File: src/rtl/io_port_hub.sv
// I/O port hub: CPU output FIFO, single-word input latch with overrun flag, and
// an optional edge-triggered interrupt controller built only when IO_HUB_IRQ_EN is defined.
module io_port_hub #(
    parameter int DATA_W    = 16,
    parameter int OUT_DEPTH = 4,
    parameter int N_IRQ     = 4
) (
    input  logic                     clk,
    input  logic                     reset,
    input  logic                     cpu_out_wr,
    input  logic [DATA_W-1:0]        cpu_out_data,
    output logic                     cpu_out_full,
    output logic [DATA_W-1:0]        out_port_data,
    output logic                     out_port_valid,
    input  logic                     out_port_ready,
    input  logic [DATA_W-1:0]        in_port_data,
    input  logic                     in_port_strobe,
    input  logic                     cpu_in_rd,
    output logic [DATA_W-1:0]        cpu_in_data,
    output logic                     cpu_in_valid,
    output logic                     in_overrun,
    input  logic [N_IRQ-1:0]         irq_req,
    input  logic [N_IRQ-1:0]         irq_mask,
    output logic                     irq_out,
    output logic [$clog2(N_IRQ)-1:0] irq_id,
    input  logic                     irq_ack
);

    localparam int AW = $clog2(OUT_DEPTH);
    localparam int IW = $clog2(N_IRQ);
    localparam logic [AW:0] FULL_CNT = (AW+1)'(OUT_DEPTH);

    logic [DATA_W-1:0] r_mem [OUT_DEPTH];
    logic [AW-1:0]     r_wr_ptr;
    logic [AW-1:0]     r_rd_ptr;
    logic [AW:0]       r_count;
    logic              w_full;
    logic              w_empty;
    logic              w_push;
    logic              w_pop;

    // Full/empty come from the registered count only, so a pop never makes room for a same-cycle push.
    assign w_full  = (r_count == FULL_CNT);
    assign w_empty = (r_count == '0);
    assign w_push  = cpu_out_wr && !w_full;
    assign w_pop   = !w_empty && out_port_ready;

    always_ff @(posedge clk) begin
        if (!reset) begin
            r_wr_ptr <= '0;
            r_rd_ptr <= '0;
            r_count  <= '0;
        end else begin
            if (w_push) begin
                r_mem[r_wr_ptr] <= cpu_out_data;
                r_wr_ptr        <= r_wr_ptr + AW'(1);
            end
            if (w_pop) begin
                r_rd_ptr <= r_rd_ptr + AW'(1);
            end
            case ({w_push, w_pop})
                2'b10:   r_count <= r_count + (AW+1)'(1);
                2'b01:   r_count <= r_count - (AW+1)'(1);
                default: r_count <= r_count;
            endcase
        end
    end

    assign cpu_out_full   = w_full;
    assign out_port_valid = !w_empty;
    // Stale storage is hidden while empty so the port reads 0 after reset.
    assign out_port_data  = w_empty ? '0 : r_mem[r_rd_ptr];

    logic [DATA_W-1:0] r_in_data;
    logic              r_in_valid;
    logic              r_overrun;

    always_ff @(posedge clk) begin
        if (!reset) begin
            r_in_data  <= '0;
            r_in_valid <= 1'b0;
            r_overrun  <= 1'b0;
        end else begin
            if (in_port_strobe && (!r_in_valid || cpu_in_rd)) begin
                r_in_data  <= in_port_data;
                r_in_valid <= 1'b1;
            end else if (cpu_in_rd && r_in_valid) begin
                r_in_valid <= 1'b0;
            end
            if (in_port_strobe && r_in_valid && !cpu_in_rd) begin
                r_overrun <= 1'b1;
            end
        end
    end

    assign cpu_in_data  = r_in_data;
    assign cpu_in_valid = r_in_valid;
    assign in_overrun   = r_overrun;

`ifdef IO_HUB_IRQ_EN
    logic [N_IRQ-1:0] r_irq_prev;
    logic [N_IRQ-1:0] r_pending;
    logic             r_irq_out;
    logic [IW-1:0]    r_irq_id;
    logic [N_IRQ-1:0] w_rise;
    logic [N_IRQ-1:0] w_clr;
    logic [N_IRQ-1:0] w_active;
    logic [IW-1:0]    w_win_id;

    assign w_rise = irq_req & ~r_irq_prev;

    always_comb begin
        w_clr = '0;
        if (irq_ack && r_irq_out) begin
            w_clr[r_irq_id] = 1'b1;
        end
    end

    // The channel being acknowledged is left out of arbitration this cycle so it is not re-signalled stale.
    assign w_active = r_pending & ~w_clr & irq_mask;

    always_comb begin
        w_win_id = '0;
        for (int i = N_IRQ - 1; i >= 0; i--) begin
            if (w_active[i]) begin
                w_win_id = IW'(i);
            end
        end
    end

    always_ff @(posedge clk) begin
        if (!reset) begin
            r_irq_prev <= '0;
            r_pending  <= '0;
            r_irq_out  <= 1'b0;
            r_irq_id   <= '0;
        end else begin
            r_irq_prev <= irq_req;
            r_pending  <= (r_pending & ~w_clr) | w_rise;
            r_irq_out  <= |w_active;
            r_irq_id   <= w_win_id;
        end
    end

    assign irq_out = r_irq_out;
    assign irq_id  = r_irq_id;
`else
    logic w_unused_irq;
    assign w_unused_irq = ^{irq_req, irq_mask, irq_ack};
    assign irq_out = 1'b0;
    assign irq_id  = '0;
`endif

endmodule
File: config.mk
export PLATFORM = sky130hd
export DESIGN_NAME = io_port_hub
export DESIGN_NICKNAME = d
export VERILOG_FILES = /design/src/rtl/io_port_hub.sv
export SDC_FILE = /design/constraint.sdc
export NUM_CORES = 1
export LEC_CHECK = 0
export BUFFER_PORTS_ARGS = -buffer_cell sky130_fd_sc_hd__buf_2
export CORE_MARGIN = 2
export CORE_UTILIZATION = 45
export CTS_CLUSTER_DIAMETER = 30
export DETAILED_ROUTE_END_ITERATION = 10
export GPL_TIMING_DRIVEN = 0
export PLACE_DENSITY = 0.73
export SLEW_MARGIN = 20
export SYNTH_ARGS = -nofsm -noshare
export SYNTH_HDL_FRONTEND = slang
export SYNTH_SLANG_ARGS = --single-unit
File: constraint.sdc
create_clock -name clk -period 4.6 [get_ports clk]
set_input_delay 0 -clock clk [delete_from_list [all_inputs] [get_ports clk]]
set_output_delay 0 -clock clk [all_outputs]
set_load 0.01 [all_outputs]
== After elaboration in Yosys (flattened, before gate mapping) ==
Memory sizes are Yosys's and may differ from the RTL's. A register that Yosys moved wholly into a read port is not among the register bits.
Cells that the tools add are included.

* Register bits after elaboration: 25
* Latch bits: 0
* Bits in writable memories: 64
* ROM bits: 0
* Bits of input ports: 47
* Output and inout port bits: 39
* Word-level logic and storage cells: 37
* Memories kept: 1

* Add/subtract/negate cells: 4
* Multiply operators: 0
* Divide/modulo/power cells: 0
* $lt $le $gt $ge: 0
* Equality and inequality tests: 3
* Shifts and indexed selects: 0
* Multiplexer cells: 9
* Bitwise operators: 0
* Reduce and logical (&&, ||, !) cells: 14

{| class="wikitable"
|+ Memories
! name !! words !! bits a word !! rd ports !! clocked after memory_dff !! wr ports !! line !! source
|-
| r_mem || 4 || 16 || 1 || 1 || 1 || 33 || <nowiki>logic [DATA_W-1:0] r_mem [OUT_DEPTH];</nowiki>
|}

{| class="wikitable"
|+ Operator list
! operator !! number
|-
| 16-bit 2-to-1 mux || 1
|-
| 1-bit logical AND || 6
|-
| 3-bit one-hot mux with 2 select lines || 1
|-
| 1-bit 2-to-1 mux || 5
|-
| 2-bit by 1-bit adder with 2-bit output (second input constant) || 2
|-
| 1-bit logical NOT || 4
|-
| 2-bit 2-to-1 mux || 2
|-
| 2-bit nonzero test || 2
|-
| 3-bit by 1-bit adder with 3-bit output (second input constant) || 1
|-
| 3-bit equality test (second input constant) || 1
|-
| 3-bit logical NOT || 1
|-
| 3-bit by 1-bit subtractor with 3-bit output (second input constant) || 1
|-
| 2-bit by 1-bit equality test with 1-bit output (second input constant) || 1
|-
| 2-bit equality test (second input constant) || 1
|-
| 1-bit logical OR || 1
|}

== Longest topological paths before layout ==
Gate-level depths: netlist of the first run.

* Depth after elaboration: 6
* Mapped depth: 10
* Mapped depth without buffers: 9

== Worst setup path before layout of the first run ==
OpenSTA, ideal clock, no wires.

* Path kind: flip-flop to flip-flop
* Start: reg r_count[2]
* End: reg r_count[2]
* Setup time: 76 ps
* Arrival: 2202 ps
* Data required time: 4524 ps
* Path slack: 2322 ps
* Cell stages (with the launch flop): 11
* Buffers on the path: 1
* Clock period less this slack: 2278 ps
* Cells stage by stage: dfxtp_1 -> nor3b_1 -> nor2b_1 -> clkbuf_1 -> inv_1 -> ha_1 -> inv_1 -> fa_1 -> xor2_1 -> or3_1 -> a21boi_0

* Word-level cells in the longest chain between the ends: 5
* Elaborated cells on any way between the ends: 12
* Classes of those cells: 2 x add/sub; 3 x eq/ne; 1 x mux; 6 x reduce/logical

{| class="wikitable"
|+ RTL lines
! element !! line !! source
|-
| start, declared || 36 || <nowiki>logic [AW:0] r_count;</nowiki>
|-
| start signal, assigned || 62 || <nowiki>2'b10: r_count <= r_count + (AW+1)'(1);</nowiki>
|-
| start signal, assigned || 63 || <nowiki>2'b01: r_count <= r_count - (AW+1)'(1);</nowiki>
|-
| start signal, assigned || 64 || <nowiki>default: r_count <= r_count;</nowiki>
|-
| 3-bit equality test * || 43 || <nowiki>assign w_full = (r_count == FULL_CNT);</nowiki>
|-
| named net cpu_out_full || 12 || <nowiki>output logic cpu_out_full,</nowiki>
|-
| 1-bit logical NOT * || 45 || <nowiki>assign w_push = cpu_out_wr && !w_full;</nowiki>
|-
| 1-bit logical AND * || 45 ||
|-
| 2-bit by 1-bit equality test with 1-bit output / 2-bit equality test (equally long branches) || 61 || <nowiki>case ({w_push, w_pop})</nowiki>
|-
| 3-bit one-hot mux with 2 select lines / 2-bit nonzero test (equally long branches) || -- ||
|}

Mark *: on every way through the listed nets, which the timed path passes. The rest lies on a longest branch.
A chain may end at the register's enable or synchronous reset.

== Final worst setup path of the first run ==
* Start: reg r_count[2]
* End: reg r_count[2]

* Word-level cells in the longest chain between the ends: 5
* Elaborated cells on any way between the ends: 12
* Classes of those cells: 2 x add/sub; 3 x eq/ne; 1 x mux; 6 x reduce/logical

{| class="wikitable"
|+ RTL lines
! element !! line
|-
| 3-bit equality test / 3-bit logical NOT (equally long branches) || 43, 44
|-
| 1-bit logical NOT (on tied branches) || 45, 46
|-
| 1-bit logical AND (on tied branches) || 45, 46
|-
| 2-bit by 1-bit equality test with 1-bit output / 2-bit equality test (equally long branches) || 61
|-
| 3-bit one-hot mux with 2 select lines / 2-bit nonzero test (equally long branches) || --
|}

Several ways; a longest one is shown, not always the timed one.

==> out/results.ini, run 1 <==
[run_status]
outcome = finished clean

[cells_and_area]
drive_gt1_share_pct = 31.1
fin_area_um2 = 4780
final_net_count = 414
num_antenna_cells = 0
utilization_pct = 59.1
finalNonFillerCells = 471
area.growth.synth_to_final_pct = 28.9
n_fill_cell = 645

[die]
die_y_um = 94.8
start_util_pct = 45.8
rows = 33
die_w_um = 94.8
die_area_um2 = 8990
core_um2 = 8090
io_pins = 86

[clock_network]
clk_latency_ns = 0.35
cts_max_level = 3
cts_tree = done
clk_pin_slew_ns = 0.09
clockBufferDepth = 2
root_buffer = clkbuf_8
postCtsHoldBufs = 35
numCtsBuffers = 9
ctsResizeCount = 0
cts.sinks = 91
post_cts_buffers = 0

[timing]
holdWs_ns = 0.0183
post-route-period-util_pct = 50.2
tightestPinTransition_ns = 0.872
slew_headroom_pct = 41.8
fin_crit_ns = 2.31
hold_viol = 0
fmax_mhz = 433
slew_viol_final = 0
timing.setup.tns_ns = 0
setup_viol = 0
rsz0062_at_grt = false
skew_ns = 0.0100

[drt]
drt_first_pass_iters = 4
vias_per_cell = 5.08
num_vias = 2395
drt_iter0_drc = 90
routed_wl_um = 7330
ant_nets = 0
drt-wirelength-per-cell_um = 15.6
drc = 0

[placement]
io_buffers = 72
place_hpwl_um = 4490
place_inst = 420
placed_area_um2 = 4210
finalWeightedCongestion = 0.714

[critical_path]
path_class = register to register
worstPathArrival_ns = 2.59
worstPathRequired_ns = 4.88
crit_chain = nor3b_1 -> nor2b_1 -> clkbuf_1 -> inv_1 -> ha_1 -> inv_1 -> fa_1 -> xor2_1 -> or3_1 -> a21boi_0
cp_max_fo = 7
crit_path_end_kind = register
slowest_stage = dfxtp_1
worst_setup_path_start_kind = register
slowest_delay_ns = 0.38
cp_common_cell = inv_1

[yosys]
synth-seq-cells = 91
yosysWarnings = 0
synth_top_area_share_pct = 51.8
syn_inst = 241
ys.flop_type = edfxtp_1
synthTopCellsByArea = edfxtp_1 (52%), dfxtp_1 (15%), mux4_2 (6.1%)
yosysSeqAreaShare_pct = 66.4
synth_area_per_cell_um2 = 15.4
synth_edf_count = 64
synth_area_leader_cell = edfxtp_1
synthArstFlopShare_pct = 0
synth_most_common_cell = edfxtp_1
synth.distinct_cells = 33
synthTopCellsByCount = edfxtp_1 (64), dfxtp_1 (27), o21ai_0 (21)
synth_area_um2 = 3710

[pwr]
clkPwrFrac_pct = 26.9
vdd_drop_max_v = 0.000185
swShare_pct = 29.1
power_density_nw_per_um2 = 462
comb_power_share_pct = 29.2
seqPwrFrac_pct = 43.9
internal-power_uw = 1570
p_switching_uw = 642
p_leak_uw = 0.00185

[grt]
overflow = 0
grt_pass1_wl_um = 11700
grt_max_degree = 17
antenna_found_initial = 0
grt_pass1_vias = 2468
grtUsageTotal_pct = 17.5

[min_path]
hold_class = primary input to register

[job]
maxCapViolCount = 0

[power groups by stage]
stage	registers [uW]	clock network, uW	logic, uW
after CTS	971	608	655
after global placement	986	0	613
final	971	594	645
after floorplan	987	0	429
after global routing	977	637	715
after detailed placement	989	0	631
[metal layers]
metal	global-route usage [%]	routed length, um	vias to the layer above
met5	0	0	-
met4	7.85	125	0
met3	3.83	429	12
met2	29.7	3600	85
met1	21.4	3180	1164
li1	-	-	1134
[path summary, 6_finish.rpt]
check / slack, ns / from / depth (start not counted) / to
min reg2reg: 0.48 / cpu_in_data[13]$_SDFFE_PN0P_ / 2 / cpu_in_data[13]$_SDFFE_PN0P_
max: 2.29 / r_count[2]$_SDFFE_PN0P_ / 10 / r_count[2]$_SDFFE_PN0P_
max reg2reg: 2.29 / r_count[2]$_SDFFE_PN0P_ / 10 / r_count[2]$_SDFFE_PN0P_
min: 0.02 / in_port_strobe / 3 / cpu_in_data[2]$_SDFFE_PN0P_
[cells in the final DEF, fill, tap and decap left out, types with 5 or more instances in the layout]
cell           count
dfxtp_1           27
mux4_2            10
o21ai_0           21
dlygate4sd3_1     35
mux4_1             6
nor2b_1           15
buf_2             78
a21boi_0          19
clkbuf_1           6
clkbuf_8           9
nand2_1            7
edfxtp_1          64
ha_1               5
nand3_1           16
inv_1              8
[state kept, by name, summed over array words and instances, names as in the netlist, named ones only]
signal        count
r_mem            64
cpu_in_data      16
r_count           3
r_rd_ptr          2
r_wr_ptr          2
cpu_in_valid      1
in_overrun        1
[cell families (layout without fill, tap and decap cells)]
kind of cell,Yosys count,in the layout,share of synthesized area (%)
other cells,1,3,0.101
fa+ha+maj,6,6,2.23
compound gates,41,41,6.81
flops,91,91,66.4
simple gates,55,55,9.24
xor+xnor,2,2,0.472
mux,18,18,10.9
buf+inv,27,150,3.91
[final cells by class]
cell class | count | area (um2) | share of cell area (%)
Clock buffer | 9 | 124 | 2.59
Multi-Input combinational cell | 125 | 1110 | 23.2
Timing Repair Buffer | 107 | 711 | 14.9
Tap cell | 105 | 131 | 2.75
Buffer | 19 | 115 | 2.41
Sequential cell | 91 | 2460 | 51.5
Inverter | 8 | 30.0 | 0.628
Clock inverter | 7 | 98.8 | 2.07
[critical path: cells and delay by family, from the launching register on]
kind | cells | cell delay, ns
buffers and inverters | 3 | 0.33
AO/OA/AOI/OAI | 1 | 0.17
adder cells (fa/ha/maj) | 2 | 0.56
XOR/XNOR | 1 | 0.16
flip-flops | 1 | 0.38
AND/OR/NAND/NOR | 3 | 0.63
[through the flow]
step | setup slack [ns] | power (uW)
floorplan | 2.32 | 1420
global placement | 2.36 | 1600
detailed placement | 2.28 | 1620
CTS | 2.25 | 2230
global route | 2.09 | 2330
finish | 2.29 | 2210
(Power assumes the default switching activity.)
==> inputs of run 2 (changes only) <==
==> constraint.sdc (replaced) <==
create_clock -name clk -period 2.4 [get_ports clk]
set_input_delay 0 -clock clk [delete_from_list [all_inputs] [get_ports clk]]
set_output_delay 0 -clock clk [all_outputs]
set_load 0.01 [all_outputs]
==> run 2 against run 1 <==
Compared with the run above:
- critical path type unchanged
- sequential share of layout area barely moved
- wire length up 0.45%
- largest power group unchanged
- via count barely moved
- clock skew hardly changed
- combinational power increased by 92%
- worst setup slack worse by 2.1 ns
- sequential power rose by 93%
- fmax is 2.9% higher
- die area unchanged
- global-route usage stayed put
- critical path depth decreased by 1
==> out/results.ini, run 2 (synthesis gave the netlist of run 1 again) <==
[timing]
hold_viol = 0
fin_crit_ns = 2.24
slew_headroom_pct = 42.3
fmax_mhz = 446
rsz0062_at_grt = false
tightestPinTransition_ns = 0.865
setup_viol = 0
fin_ws_ns = 0.157
slew_viol_final = 0
timing.setup.tns_ns = 0
post-route-period-util_pct = 93.5
skew_ns = 0.00963

[critical_path]
slowest_stage = dfxtp_1
worstPathArrival_ns = 2.53
slowest_delay_ns = 0.38
crit_chain = nor3_2 -> buf_2 -> and2b_2 -> ha_1 -> inv_1 -> fa_1 -> xor2_1 -> or3_1 -> a21boi_0
crit_path_end_kind = register
rrSetupSlack_ns = 0.16
worst_setup_path_start_kind = register
cp_max_fo = 10
path_class = register to register
worstPathRequired_ns = 2.68
crit_buf_inv = 2
critPathTopFamily = simple AND/OR/NAND/NOR gates

[clock_network]
cts.sinks = 91
cts_tree = done
post_cts_buffers = 0
numCtsBuffers = 9
clk_pin_slew_ns = 0.09
cts_max_level = 3
clockBufferDepth = 2
clk_latency_ns = 0.35
root_buffer = clkbuf_8

[die]
die_y_um = 94.8
start_util_pct = 45.8
core_um2 = 8090
die_w_um = 94.8
rows = 33
die_area_um2 = 8990
io_pins = 86

[grt]
grtUsageTotal_pct = 17.5
met1_usage_pct = 21.4
grt_pass1_vias = 2468
antenna_found_initial = 0
grt_max_degree = 17
met3_usage_pct = 3.83
grt_pass1_wl_um = 11700
top_usage_layer = met2
overflow = 0
grtUsageMet2_pct = 29.7

[pwr]
power_uw = 4240
p_leak_uw = 0.00185
power_density_nw_per_um2 = 887
vdd_drop_max_v = 0.000353

[cells_and_area]
largest_register = r_mem
multi_input_area_um2 = 1120
final_common_cell = buf_2
finalNonFillerCells = 470
regArea_um2 = 2460
final_net_count = 413
final_cell_mix = buf_2 (78), edfxtp_1 (64), dlygate4sd3_1 (35)
drive_gt1_share_pct = 32.3
n_fill_cell = 644
num_antenna_cells = 0
utilization_pct = 59.2
largest_reg_flops = 64
area.growth.synth_to_final_pct = 29.0

[drt]
routed_wl_um = 7370
num_vias = 2396
drt-wirelength-per-cell_um = 15.7
drt_first_pass_iters = 4
vias_per_cell = 5.10
drc = 0
ant_nets = 0
drt_iter0_drc = 102

[job]
maxCapViolCount = 0

[placement]
place_hpwl_um = 4490
place_inst = 420
finalWeightedCongestion = 0.714
io_buffers = 72
pre_cts_slack_ns = 0.0807

[run_status]
outcome = finished clean

[min_path]
hold_class = primary input to register

[run 2: timing repair]
item | CTS | global route
setup endpoints to repair | 0 | 1
hold buffers | 35 | 0
endpoints found under the hold margin | 82 | 0
resized for setup | 0 | 4
[run 2: cell type report]
class                      count  share of cell area [%]
clock buffer                   9                    2.59
tap                          105                    2.74
inverter                       8                   0.627
buffer                        18                    2.33
clock inverter                 7                    2.06
sequential                    91                    51.5
timing repair buffer         107                    14.8
multi-input combinational    125                    23.3
[run 2: worst reg2reg max path, cell delays in order, from the launching register on]
cell,delay [ns]
dfxtp_1,0.38
nor3_2,0.08
buf_2,0.20
and2b_2,0.26
ha_1,0.19
inv_1,0.06
fa_1,0.37
xor2_1,0.16
or3_1,0.31
a21boi_0,0.17
[run 2: path summary, 6_finish.rpt]
path,to,from,cells past startpoint
worst min-delay path,cpu_in_data[2]$_SDFFE_PN0P_,in_port_strobe,3
worst max-delay path,r_count[2]$_SDFFE_PN0P_,r_count[2]$_SDFFE_PN0P_,9
worst max register to register,r_count[2]$_SDFFE_PN0P_,r_count[2]$_SDFFE_PN0P_,9
worst min register to register,cpu_in_data[13]$_SDFFE_PN0P_,cpu_in_data[13]$_SDFFE_PN0P_,2
[run 2: power breakdown]
part	leakage [uW]	switching (uW)	internal, uW
logic	0.000935	626	611
clock network	0.000110	547	594
registers	0.000804	61.1	1810
[run 2: routing by layer]
metal	routed length [um]	vias to the layer above
li1	-	1132
met1	3160	1167
met2	3620	85
met3	449	12
met4	129	0
met5	0	-
[run 2: per-stage QoR]
step,cell area [um2],hold slack (ns)
finish,4790,0.0164
global route,4790,0.0176
CTS,4780,0.00127
detailed placement,4210,0.220
global placement,4210,0.214
floorplan,3720,0.0989
